--- config.mk ---
export PLATFORM = sky130hd
export DESIGN_NAME = tdc_multi_core
export DESIGN_NICKNAME = d
export VERILOG_FILES = /design/src/rtl/tdc_multi_core.sv
export SDC_FILE = /design/constraint.sdc
export NUM_CORES = 1
export LEC_CHECK = 0
export BUFFER_PORTS_ARGS = -buffer_cell sky130_fd_sc_hd__buf_4
export CAP_MARGIN = 10
export CORE_AREA = 2 2 174 176
export DETAILED_ROUTE_END_ITERATION = 10
export DIE_AREA = 0 0 176 178
export PLACE_DENSITY = 0.63
export REMOVE_ABC_BUFFERS = 1
export SYNTH_ARGS = -nofsm -noshare
export SYNTH_HDL_FRONTEND = slang
export SYNTH_SLANG_ARGS = --single-unit
--- constraint.sdc ---
create_clock -name clk -period 4.32 [get_ports clk]
set_input_delay 0.432 -clock clk [delete_from_list [all_inputs] [get_ports clk]]
set_output_delay 0.432 -clock clk [all_outputs]
set_load 0.005 [all_outputs]
--- src/rtl/tdc_multi_core.sv ---
// Multi-channel TDC: shared START, NUM_CH STOPs, coarse count on clk plus a per-channel delay-line fine code.
// Results drain in channel order on a valid/ready stream whose outputs are registered and held while stalled.
module tdc_multi_core #(
    parameter int NUM_CH      = 4,
    parameter int COARSE_W    = 28,
    parameter int FINE_W      = 6,
    parameter int SYNC_STAGES = 3,
    localparam int CH_W       = (NUM_CH > 1) ? $clog2(NUM_CH) : 1
) (
    input  logic                       clk,
    input  logic                       rst,
    input  logic                       start_in,
    input  logic [NUM_CH-1:0]          stop_in,
    input  logic                       arm,
    input  logic                       continuous,
    input  logic [COARSE_W-1:0]        timeout_cycles,
    input  logic [NUM_CH*FINE_W-1:0]   fine_code,
    output logic [NUM_CH-1:0]          sample,
    output logic                       res_valid,
    input  logic                       res_ready,
    output logic [COARSE_W+FINE_W-1:0] res_data,
    output logic [CH_W-1:0]            res_ch,
    output logic                       res_timeout,
    output logic                       busy,
    output logic [2:0]                 state_out
);
    typedef enum logic [2:0] {
        IDLE      = 3'd0,
        ARMED     = 3'd1,
        MEASURING = 3'd2,
        SETTLE    = 3'd3,
        DRAIN     = 3'd4
    } state_t;

    state_t                     state_q;
    logic [SYNC_STAGES-1:0]     start_sync_q;
    logic                       start_prev_q;
    logic [NUM_CH-1:0]          stop_sync_q [SYNC_STAGES];
    logic [NUM_CH-1:0]          stop_prev_q;
    logic [COARSE_W-1:0]        cnt_q;
    logic [COARSE_W-1:0]        tmo_q;
    logic [NUM_CH-1:0]          hit_q;
    logic [NUM_CH-1:0]          sample_q;
    logic [COARSE_W-1:0]        coarse_q [NUM_CH];
    logic [FINE_W-1:0]          fine_q [NUM_CH];
    logic [CH_W-1:0]            idx_q;
    logic                       res_valid_q;
    logic [COARSE_W+FINE_W-1:0] res_data_q;
    logic [CH_W-1:0]            res_ch_q;
    logic                       res_timeout_q;

    logic                       start_rise;
    logic [NUM_CH-1:0]          stop_rise;
    logic [NUM_CH-1:0]          new_hit;
    logic [NUM_CH-1:0]          hit_d;
    logic                       last_idx;
    logic [CH_W-1:0]            sel_idx;
    logic [COARSE_W+FINE_W-1:0] sel_data;
    logic                       sel_timeout;

    always_comb begin
        start_rise  = start_sync_q[SYNC_STAGES-1] & ~start_prev_q;
        stop_rise   = stop_sync_q[SYNC_STAGES-1] & ~stop_prev_q;
        new_hit     = (state_q == MEASURING) ? (stop_rise & ~hit_q) : '0;
        hit_d       = hit_q | new_hit;
        last_idx    = (idx_q == CH_W'(NUM_CH - 1));
        // Once a result is showing, prepare the next one so a transfer is followed without a bubble.
        sel_idx     = (res_valid_q && !last_idx) ? idx_q + 1'b1 : idx_q;
        sel_data    = {tmo_q, {FINE_W{1'b0}}};
        sel_timeout = 1'b1;
        for (int j = 0; j < NUM_CH; j++) begin
            if (sel_idx == CH_W'(j) && hit_q[j]) begin
                sel_data    = {coarse_q[j], fine_q[j]};
                sel_timeout = 1'b0;
            end
        end
    end

    assign sample      = new_hit;
    assign res_valid   = res_valid_q;
    assign res_data    = res_data_q;
    assign res_ch      = res_ch_q;
    assign res_timeout = res_timeout_q;
    assign busy        = (state_q != IDLE);
    assign state_out   = state_q;

    always_ff @(posedge clk) begin
        if (rst) begin
            state_q       <= IDLE;
            start_sync_q  <= '0;
            start_prev_q  <= 1'b0;
            for (int s = 0; s < SYNC_STAGES; s++) stop_sync_q[s] <= '0;
            stop_prev_q   <= '0;
            cnt_q         <= '0;
            tmo_q         <= '0;
            hit_q         <= '0;
            sample_q      <= '0;
            for (int i = 0; i < NUM_CH; i++) begin
                coarse_q[i] <= '0;
                fine_q[i]   <= '0;
            end
            idx_q         <= '0;
            res_valid_q   <= 1'b0;
            res_data_q    <= '0;
            res_ch_q      <= '0;
            res_timeout_q <= 1'b0;
        end else begin
            start_sync_q <= {start_sync_q[SYNC_STAGES-2:0], start_in};
            start_prev_q <= start_sync_q[SYNC_STAGES-1];
            stop_sync_q[0] <= stop_in;
            for (int s = 1; s < SYNC_STAGES; s++) stop_sync_q[s] <= stop_sync_q[s-1];
            stop_prev_q  <= stop_sync_q[SYNC_STAGES-1];

            // Delay-line code is valid exactly one cycle after its sample strobe.
            sample_q <= new_hit;
            for (int i = 0; i < NUM_CH; i++) begin
                if (sample_q[i]) fine_q[i] <= fine_code[i*FINE_W +: FINE_W];
            end

            case (state_q)
                IDLE: begin
                    if (arm) state_q <= ARMED;
                end
                ARMED: begin
                    hit_q <= '0;
                    if (start_rise) begin
                        cnt_q   <= {{(COARSE_W-1){1'b0}}, 1'b1};
                        tmo_q   <= (timeout_cycles == '0) ? '1 : timeout_cycles;
                        state_q <= MEASURING;
                    end
                end
                MEASURING: begin
                    hit_q <= hit_d;
                    for (int i = 0; i < NUM_CH; i++) begin
                        if (new_hit[i]) coarse_q[i] <= cnt_q;
                    end
                    if ((&hit_d) || (cnt_q == tmo_q)) begin
                        state_q <= SETTLE;
                    end else begin
                        cnt_q <= cnt_q + 1'b1;
                    end
                end
                SETTLE: begin
                    idx_q       <= '0;
                    res_valid_q <= 1'b0;
                    state_q     <= DRAIN;
                end
                DRAIN: begin
                    if (!res_valid_q) begin
                        res_valid_q   <= 1'b1;
                        res_data_q    <= sel_data;
                        res_ch_q      <= sel_idx;
                        res_timeout_q <= sel_timeout;
                    end else if (res_ready) begin
                        if (last_idx) begin
                            res_valid_q <= 1'b0;
                            if (continuous) state_q <= ARMED;
                            else            state_q <= IDLE;
                        end else begin
                            idx_q         <= sel_idx;
                            res_data_q    <= sel_data;
                            res_ch_q      <= sel_idx;
                            res_timeout_q <= sel_timeout;
                        end
                    end
                end
                default: state_q <= IDLE;
            endcase
        end
    end
endmodule
==> summary.txt <==
Route
  • Initial DRC Count: 712
  • Drt first pass iters: 5
  • Post-Route WL: 33400 um
  • DR vias/cell: 5.76
  • Number of remaining DRC errors: 0
  • DRT antenna net count: 0
  • Via Count: 9039
  • Routed WL per cell: 21.3 um

Pwr
  • Total power: 5.26 mW
  • NetSw: 1.14 mW
  • Clk pwr share: 0.451
  • VDD IR max: roughly 250 uV
  • Switching Fraction: 0.216
  • P_int: between 4 and 5 mW
  • Leak Pwr: 5.06 nW
  • Seq pwr share: 0.513
  • Power Density: 376 nW/um^2
  • Gate power share: 0.036

Logic synthesis
  • Synthesized cell area: 11900 um^2
  • Synth Register Bits: 263
  • Netlist cell types: 59
  • Number of synthesized flops with an enable pin: 136
  • Asr flop ratio synth: 0
  • Synth area leaders: edfxtp_1 34%, dfxtp_1 21%, and2_1 6.2%
  • Mapped Cells: 1091
  • Syn. warnings: 0
  • Syn avg cell area: 10.9 um^2
  • Yosys top cell area share: 0.343
  • Synth Flop Type: edfxtp_1
  • Leading area contributor after synthesis: edfxtp_1
  • Post-synthesis sequential area ratio: 0.556

Worst hold path
  • Hold path cells: 2
  • Hold WC Path Type: input port to register

Clocking
  • Htree depth: 1
  • Clock Path Buffers: 3
  • Clock-pin slew on the worst setup and hold paths: about 0.060 ns
  • Root Driver: clkbuf_16
  • CTS tree: done
  • Hold buffer count at CTS: 0
  • Post-cts repair resize count: 0
  • Post-CTS setup buffers: 0
  • Worst-skew pair later-pin latency: 0.55 ns
  • # clock sinks: 263
  • Total CTS buffers: 28

Die
  • Die Span Y: 178 um
  • Num rows: 63
  • Die Wd: roughly 180 um
  • Core ar.: 29400 um^2
  • Initial Util: 0.405
  • Die area: around 31000 um^2
  • IO Pins: 108

Placement
  • Number of port buffers: ~110
  • Place WS: 1.34 ns
  • Final HPWL DP: 22200 um
  • GPL Wtd Cong: 0.887

Setup path
  • Arrival @ worst endpoint: 3.44 ns
  • WP data required: around 4.8 ns
  • Crit start category: register
  • Critical Path Fanout Max: 34
  • WS Path Type: register to register
  • Worst Reg2Reg Path Length in Cells: 8
  • Critical path endpoint category: register

STA
  • Fin. max-slew vios: 0
  • Setup WS post-layout: 1.34 ns
  • Least-Margin Pin Slew: 1.03 ns
  • Fmax: 335 MHz
  • Setup TNS: 0 ns
  • Setup violators final: 0
  • Slew headroom: 0.312
  • Final Cycle Share: 0.690
  • Layout Skew: 0.0202 ns
  • RSZ-0062 raised after global routing: false
  • Min Tclk post-route: 2.98 ns
  • Final Hold Viols: 0

GRT
  • Global-route wire length before repair: ~51000 um
  • Global-route usage over all layers: 0.212
  • Initial antenna violation count: 0
  • Vias in the first global route: slightly below 9000
  • Largest net degree at the start of global routing: 50
  • Grt ovf: 0

Layout
  • Final nets: 1222
  • Share of cells above drive strength 1: 0.219
  • Ant diodes: 0
  • Area delta synth->final: 17.4%

Outcome
  • Status: complete, no violations

Flow run
  • Max Cap Viol: 0
power by group through the flow:
stage	Clock, mW	Combinational (mW)	Sequential, mW
5_1_grt	2.50	0.204	2.70
3_3_place_gp	0	0.188	2.75
2_1_floorplan	0	0.0818	2.75
3_5_place_dp	0	0.190	2.75
6_report	2.37	0.190	2.70
4_1_cts	2.41	0.191	2.70
cell usage after synthesis, drive strengths merged, types with 23 or more instances:
library cell  count
edfxtp          136
a221oi           28
nor4             50
o21ai            44
nand2            33
nor3             60
o31a             28
clkbuf           74
o221a            29
dfxtp           127
and2            118
nor2             58
nor2b            33
a211oi           35
and3             37
a21oi            23
logic make-up (layout without fill, tap and decap cells):
kind of cell    count (synthesis)  after routing  synth area share
xor+xnor                       35             35            0.0257
fa+ha+maj                       2              2           0.00210
buf+inv                       107            196            0.0381
mux                             7              7           0.00599
simple gates                  449            449             0.226
compound gates                228            228             0.145
flops                         263            263             0.556
sequential cells by signal, indices dropped and copies added (netlist names), 3 cells and up:
| name | count |
|---|---|
| res_data | 34 |
| hit_q | 4 |
| tmo_q | 28 |
| stop_prev_q | 4 |
| start_sync_q | 3 |
| coarse_q | 112 |
| stop_sync_q | 12 |
| fine_q | 24 |
| cnt_q | 28 |
| sample_q | 4 |
| state_out | 3 |
stage by stage:
stage | hold WS [ns] | std cells | utilization | cell area, um^2
CTS | 0.0825 | 1570 | 0.476 | 14000
finish | 0.103 | 1570 | 0.476 | 14000
detailed placement | 0.422 | 1518 | 0.444 | 13100
global route | 0.0959 | 1570 | 0.476 | 14000
global placement | 0.416 | 1518 | 0.444 | 13100
floorplan | 0.414 | 997 | - | 11500
critical path, stage by stage (launching register included):
cell	delay, ns
dfxtp_1	0.42
ha_1	0.31
nor2b_1	0.57
and3_1	0.24
o21a_2	0.67
buf_12	0.27
a221oi_1	0.10
o31a_1	0.16
nor4_2	0.15
cells in the final DEF (no fill, tap or decap), types with 22 or more instances in the layout:
master / count
and2_1: 118
and3_1: 37
a211oi_1: 35
nor4_1: 42
o31a_1: 28
edfxtp_1: 136
nor3_1: 35
o21ai_0: 38
nor3_2: 24
nand2_1: 31
dfxtp_1: 127
o221a_2: 29
a21oi_1: 22
buf_4: 129
nor2b_1: 33
a221oi_1: 28
clkbuf_16: 30
nor2_1: 58
layer usage:
layer  global-route usage  wire length [um]
met1                0.282             14500
met2                0.355             15900
met3               0.0313              1980
met4               0.0720              1040
met5                    0                 0
area by class of cell:
class | count | area, um^2
clock inverters | 10 | 71.3
repair buffers | 131 | 1010
fillers | 2709 | 15400
flip-flops and latches | 263 | 6630
clock buffers | 42 | 856
well taps | 390 | 488
inverters | 13 | 48.8
multi-input cells | 721 | 4890
worst paths after layout:
kind | start | to | slack (ns)
worst max-delay path | idx_q[0] | res_data[13] | 1.34
worst min-delay path | stop_in[2] | stop_sync_q[0][2] | 0.10
worst max register to register | idx_q[0] | res_data[13] | 1.34
worst min register to register | stop_sync_q[0][3] | stop_sync_q[0][7] | 0.43
(Power assumes the default switching activity.)
